### src/rtl/jk_bank_arbiter.sv
// Bank of N_BITS JK bits shared by four requesters through a 3-cycle grant/apply/ack handshake.
// Define JK_ARB_FIXED_PRIO_EN for fixed priority (req[0] highest); default is round-robin.
module jk_bank_arbiter #(
  parameter int N_BITS = 8,
  localparam int AW = $clog2(N_BITS)
) (
  input  logic              clk,
  input  logic              reset,
  input  logic              bank_set,
  input  logic              bank_clr,
  input  logic [3:0]        req,
  input  logic [3:0]        cmd_j,
  input  logic [3:0]        cmd_k,
  input  logic [4*AW-1:0]   cmd_addr,
  output logic [N_BITS-1:0] q,
  output logic [3:0]        gnt,
  output logic [3:0]        ack,
  output logic              busy
);

  typedef enum logic [1:0] {
    IDLE  = 2'd0,
    APPLY = 2'd1,
    ACK   = 2'd2
  } state_t;

  state_t              state_q, state_d;
  logic [N_BITS-1:0]   bank_q, bank_d;
  logic [3:0]          gnt_q, gnt_d;
  logic [3:0]          ack_q, ack_d;
  logic [1:0]          win_q, win_d;
  logic                busy_q, busy_d;
  logic [1:0]          win_s;
  logic                bulk_s;
  logic [AW-1:0]       addr_s;
  logic                cmd_j_s, cmd_k_s;
`ifndef JK_ARB_FIXED_PRIO_EN
  logic [1:0]          ptr_q, ptr_d;
`endif

  // First requester found scanning upward from start, wrapping 3 -> 0.
  function automatic logic [1:0] pick(input logic [3:0] r, input logic [1:0] start);
    logic [1:0] idx;
    logic       found;
    pick  = start;
    found = 1'b0;
    for (int i = 0; i < 4; i++) begin
      idx = start + i[1:0];
      if (!found && r[idx]) begin
        pick  = idx;
        found = 1'b1;
      end else begin
        found = found;
      end
    end
  endfunction

`ifdef JK_ARB_FIXED_PRIO_EN
  assign win_s = pick(req, 2'd0);
`else
  assign win_s = pick(req, ptr_q);
`endif

  assign bulk_s  = bank_set | bank_clr;
  assign addr_s  = cmd_addr[win_q*AW +: AW];
  assign cmd_j_s = cmd_j[win_q];
  assign cmd_k_s = cmd_k[win_q];

  // Next-state, bank update and handshake outputs.
  always_comb begin
    state_d = state_q;
    bank_d  = bank_q;
    gnt_d   = gnt_q;
    ack_d   = 4'b0000;
    win_d   = win_q;
`ifndef JK_ARB_FIXED_PRIO_EN
    ptr_d   = ptr_q;
`endif

    if (bank_set && bank_clr) begin
      bank_d = ~bank_q;
    end else if (bank_clr) begin
      bank_d = {N_BITS{1'b0}};
    end else if (bank_set) begin
      bank_d = {N_BITS{1'b1}};
    end else begin
      bank_d = bank_q;
    end

    case (state_q)
      IDLE: begin
        if (|req) begin
          win_d   = win_s;
          gnt_d   = 4'b0001 << win_s;
          state_d = APPLY;
        end else begin
          gnt_d   = 4'b0000;
        end
      end
      APPLY: begin
        // A bulk op stalls the grant; the command lands on the first quiet edge.
        if (bulk_s) begin
          state_d = APPLY;
        end else if (req[win_q]) begin
          case ({cmd_j_s, cmd_k_s})
            2'b01:   bank_d[addr_s] = 1'b0;
            2'b10:   bank_d[addr_s] = 1'b1;
            2'b11:   bank_d[addr_s] = ~bank_q[addr_s];
            default: bank_d[addr_s] = bank_q[addr_s];
          endcase
          ack_d   = gnt_q;
          state_d = ACK;
`ifndef JK_ARB_FIXED_PRIO_EN
          ptr_d   = win_q + 2'd1;
`endif
        end else begin
          gnt_d   = 4'b0000;
          state_d = IDLE;
        end
      end
      ACK: begin
        gnt_d   = 4'b0000;
        state_d = IDLE;
      end
      default: begin
        gnt_d   = 4'b0000;
        state_d = IDLE;
      end
    endcase

    busy_d = (state_d != IDLE);
  end

  // State registers, updated on the falling clock edge.
  always_ff @(negedge clk or negedge reset) begin
    if (!reset) begin
      state_q <= IDLE;
      bank_q  <= {N_BITS{1'b0}};
      gnt_q   <= 4'b0000;
      ack_q   <= 4'b0000;
      win_q   <= 2'd0;
      busy_q  <= 1'b0;
`ifndef JK_ARB_FIXED_PRIO_EN
      ptr_q   <= 2'd0;
`endif
    end else begin
      state_q <= state_d;
      bank_q  <= bank_d;
      gnt_q   <= gnt_d;
      ack_q   <= ack_d;
      win_q   <= win_d;
      busy_q  <= busy_d;
`ifndef JK_ARB_FIXED_PRIO_EN
      ptr_q   <= ptr_d;
`endif
    end
  end

  assign q    = bank_q;
  assign gnt  = gnt_q;
  assign ack  = ack_q;
  assign busy = busy_q;

endmodule

### config.mk
export PLATFORM = sky130hd
export DESIGN_NAME = jk_bank_arbiter
export DESIGN_NICKNAME = d
export VERILOG_FILES = /design/src/rtl/jk_bank_arbiter.sv
export SDC_FILE = /design/constraint.sdc
export NUM_CORES = 1
export LEC_CHECK = 0
export CAP_MARGIN = 20
export CORE_ASPECT_RATIO = 0.8
export CORE_MARGIN = 2
export CORE_UTILIZATION = 52
export CTS_BUF_LIST = sky130_fd_sc_hd__clkbuf_8
export DETAILED_ROUTE_END_ITERATION = 16
export PLACE_DENSITY = 0.95
export SLEW_MARGIN = 20
export SYNTH_ARGS = -nofsm -noshare
export SYNTH_HDL_FRONTEND = slang
export SYNTH_SLANG_ARGS = --single-unit
### constraint.sdc
create_clock -name clk -period 3.7 [get_ports clk]
set_clock_uncertainty 0.05 [all_clocks]
set_input_delay 0.555 -clock clk [delete_from_list [all_inputs] [get_ports clk]]
set_output_delay 0.555 -clock clk [all_outputs]
set_load 0.02 [all_outputs]
Word-level counts from Yosys, hierarchy flattened
Cells that the tools add are included.
{"block": "op_classes", "n_reduce_logical": 13, "n_shift": 2, "bitwise_logic": 7, "n_mul": 1, "n_eq_ne": 5, "magnitude_cmp": 7, "add_sub_neg": 4, "n_mux": 43}
{"operator": "$mux W8", "n": 6}
{"operator": "$pmux W8 S3", "n": 1}
{"operator": "$mux W4", "n": 5}
{"operator": "$bwmux W8", "n": 2}
{"operator": "$not A8 Y8", "n": 2}
{"operator": "$lt A2 B3 Y1 const B", "n": 5}
{"operator": "$bmux W1 S2", "n": 7}
{"operator": "$mux W1", "n": 12}
{"operator": "$mux W2", "n": 6}
{"operator": "$shiftx A12 B5 Y3", "n": 1}
{"operator": "$and A8 B8 Y8", "n": 1}
{"operator": "$or A8 B8 Y8", "n": 1}
{"operator": "$pmux W4 S2", "n": 1}
{"operator": "$logic_and A1 B1 Y1", "n": 5}
{"operator": "$add A2 B1 Y2 const B", "n": 2}
{"operator": "$add A2 B2 Y2 const B", "n": 2}
{"operator": "$eq A2 B1 Y1 const B", "n": 2}
{"operator": "$eq A2 B2 Y1 const B", "n": 2}
{"operator": "$lt A3 B4 Y1 const B", "n": 1}
{"operator": "$mul A2 B2 Y4 const B", "n": 1}
{"operator": "$pmux W2 S2", "n": 1}
{"operator": "$reduce_or A4 Y1", "n": 1}
{"operator": "$shl A1 B2 Y4 const A", "n": 1}
{"operator": "$bmux W1 S3", "n": 1}
{"operator": "10 further kinds", "n": 13}
{"block": "totals", "register_bits": 23, "in_bits": 28, "out_inout_bits": 17}

Longest topological paths before layout
{"block": "logic_depth", "word_depth": 15, "ltp_mapped": 8}

==> Flow_metrics.wiki <==
{| class="wikitable"
! Metric !! Value
|-
| Post-synth net total || 184
|-
| Wire length of the first global-routing pass || 9.80 mm
|-
| Pwr per Cell Area || 755 nW/um^2
|-
| Overall power || 1760 uW
|-
| Cell count after synthesis || 156
|-
| Top cell type's share of synthesized area || 38.3%
|-
| Pin count of the biggest net entering global routing || 24
|-
| Pleak || 0.00103 uW
|-
| Initial cell density of the core || 54.4%
|-
| Half-perimeter wire length after detailed placement || 3.49 mm
|-
| Number of routed nets with antenna violations || 0
|-
| TritonCTS Sinks || 23
|-
| Post-synth top cells || 23 x sky130_fd_sc_hd__dfrtn_1, 16 x sky130_fd_sc_hd__nand3_1, 14 x sky130_fd_sc_hd__nand2_1, 14 x sky130_fd_sc_hd__nor3_1
|-
| Io pins || 45
|-
| Pint || 903 uW
|-
| Required time of the critical path || 1.92 ns
|-
| Vias/cell || 6.85
|-
| GP Congestion || 0.915
|-
| EDFF count, synth || 0
|-
| Largest vdd supply drop || 444 uV
|-
| Final wirelength || 6.11 mm
|-
| # fillers || 151
|-
| Global router's overall resource usage || 39.9%
|-
| P_sw || 860 uW
|-
| Slew Limit Fails || 0
|-
| Measured slew at the worst slew-check pin || 0.554 ns
|-
| Library cells used by synthesis || 37
|-
| Violated checks || setup timing
|-
| Total number of nets in the final design || 259
|-
| Clock input transition at the sequential cells of the worst setup and hold paths || 0.06 ns
|-
| Kind of cell with the highest combined delay on the critical path || multiplexers
|-
| Depth of the worst register-to-register path || 5
|-
| Number of buffers on the longest clock path || 2
|-
| Final count of negative-setup-slack endpoints || 8
|-
| Slew Limit Headroom || 63.1%
|-
| Number of hold-slack violations in the final timing report || 0
|-
| CP Class || in -> reg
|-
| CP arrival || 2.14 ns
|-
| Worst Path Max Fanout || 8
|-
| Synth-to-layout area growth || 55.2%
|-
| FF+latch count, synth || 23
|-
| Routed vias || 1,835
|-
| Leading cell types by total area after synthesis || sky130_fd_sc_hd__dfrtn_1 38%, sky130_fd_sc_hd__mux4_2 6.0%, sky130_fd_sc_hd__nand3_1 5.3%, sky130_fd_sc_hd__nor3_1 4.7%, sky130_fd_sc_hd__o221ai_1 4.7%
|-
| Library cell with the highest instance count after synthesis || sky130_fd_sc_hd__dfrtn_1
|-
| Total of buffers placed on input and output ports || 44
|-
| Horizontal extent of the die || 64.1 microns
|-
| Final std cell area, no fill || 2330 sq um
|-
| Cells along the critical path || buf_6, mux4_2, mux2i_4, a22o_4, o21ai_1, nand3_1
|-
| Root buf cell || sky130_fd_sc_hd__clkbuf_8
|-
| Number of H-tree levels || 1
|-
| Placed Instance Area || 2150 sq um
|-
| Relative contribution of sequential cells to total power || 25.9%
|-
| Status || finished, violations left
|-
| Number of max-capacitance violations reported || 0
|-
| Global-route congestion overflow total || 0
|-
| Synth Warn # || 0
|-
| Mapped cell area || 1500 sq um
|-
| Proportion of power drawn by combinational gates || 64.5%
|-
| Launching element type of the critical path || input pin
|-
| Vertical extent of the die || 52.1 microns
|-
| Initial antenna violation count || 0
|-
| Clock tree from TritonCTS || yes
|-
| Cell row count || 17
|-
| Peak per-stage delay on the critical path || 0.63 ns
|-
| Diodes inserted || 0
|-
| Post-Place Worst Slack || -0.718 ns
|-
| RSZ-0062 raised after global routing || yes
|-
| Sum of buffers and inverters on the critical path || 1
|-
| Critical-path top delay cell || sky130_fd_sc_hd__mux4_2
|-
| Die area || 3340 sq um
|-
| Wire length per cell after detailed routing || 22.8 microns
|-
| Sw Share || 48.8%
|-
| Post-route setup slack || -0.225 ns
|-
| Fraction of registers with async set or reset after synthesis || 100%
|-
| WHS Path Cells || 1
|-
| Fraction of the yosys area taken by sequential cells || 38.3%
|-
| CTS Hold Buffers Added || 0
|-
| Fraction of final layout cells with drive strength greater than 1 || 38.3%
|-
| Average cell area after synthesis || 9.64 sq um
|-
| Clock network fraction of total power || 9.6%
|-
| Worst-skew pair later-pin latency || 0.29 ns
|-
| TritonCTS buffer count || 3
|-
| Critical Path Stages || 6
|-
| Worst hold path class || reg -> reg
|-
| Endpoint kind of the worst setup timing path || flop
|-
| Primary flip-flop cell chosen by synthesis mapping || sky130_fd_sc_hd__dfrtn_1
|-
| Yosys top cell by area || sky130_fd_sc_hd__dfrtn_1
|-
| Number of detailed-route iterations in the first pass || 6
|-
| First-iteration detailed-routing DRC count || 303
|-
| Core area || 2770 sq um
|-
| Detailed-route DRC error count || 0
|-
| Vias in the first global route || 1,782
|}
## cell families (layout without fill, tap and decap cells)
family	count (synthesis)	after routing	synth area share, %
AND/OR/NAND/NOR	73	73	25.3
multiplexers	12	12	13.0
AO/OA/AOI/OAI	37	37	19.1
flip-flops	23	23	38.3
XOR/XNOR	1	1	0.582
buffers and inverters	10	84	3.83
## sequential cells by signal, summed over array words and instances, names as in the netlist
signal	flops
q	8
ack	4
gnt	4
ptr_q	2
state_q	2
win_q	2
busy	1
## power by group through the flow
stage / clock, uW / sequential [uW] / combinational (uW)
6_report: 170 / 457 / 1140
5_1_grt: 177 / 461 / 1170
4_1_cts: 165 / 439 / 1010
3_5_place_dp: 0 / 440 / 910
3_3_place_gp: 0 / 432 / 850
2_1_floorplan: 0 / 448 / 540
## placed cells by master (no fill, tap or decap), drive strengths merged, types with 2 or more instances in the layout
| cell | n |
|---|---|
| nand2 | 14 |
| nor2 | 7 |
| buf | 42 |
| dlygate4sd2 | 19 |
| or2 | 2 |
| o21ai | 13 |
| o221ai | 8 |
| clkdlybuf4s50 | 11 |
| nor3 | 17 |
| a22oi | 2 |
| clkdlybuf4s15 | 5 |
| mux4 | 5 |
| clkbuf | 4 |
| nand3 | 16 |
| a21oi | 3 |
| a22o | 6 |
| inv | 2 |
| nand2b | 2 |
| dfrtn | 23 |
| a211o | 2 |
| mux2i | 6 |
| and2 | 5 |
| nor2b | 7 |
## final timing paths
check	slack (ns)	startpoint	endpoint
setup / recovery	-0.22	cmd_addr[10]	q[4]
hold / removal	0.42	gnt[1]	ack[1]
setup reg to reg	1.10	win_q[0]	q[4]
hold reg to reg	0.42	gnt[1]	ack[1]
max in group asynchronous	1.01	reset	gnt[3]
min in group asynchronous	2.31	reset	ptr_q[1]
## cell type report
type / count / area (sq um) / share of cell area (%)
multi-input combinational: 123 / 1000 / 43.0
timing repair buffer: 78 / 653 / 28.0
sequential: 23 / 576 / 24.7
tap: 38 / 47.5 / 2.04
clock buffer: 3 / 41.3 / 1.77
inverter: 2 / 7.51 / 0.322
clock inverter: 1 / 5.00 / 0.214
## through the flow
stage,cells,utilization [%],hold WS (ns),setup TNS (ns)
floorplan,156,-,0.452,-1.48
global placement,258,77.8,0.409,-9.50
detailed placement,258,77.8,0.420,-10.89
CTS,268,82.9,0.415,-0.654
global route,268,84.4,0.437,-1.51
finish,268,84.4,0.417,-1.37
## metal layers
metal,GRT usage [%],share of wire (%),vias to the layer above
met3,8.44,13,55
li1,-,-,734
met1,50.5,34,859
met4,18.1,7.1,0
met2,66.7,47,187
met5,0,0,-
## repair_timing
action | 4_1_cts | 5_1_grt
endpoints found under the setup margin | 37 | 14
cloned | 1 | 0
gates resized for setup | 82 | 15
buffers inserted | 5 | 0
endpoints found under the hold margin | 0 | 0
pin swaps | 22 | 12
Power figures use the tool's default switching activity.
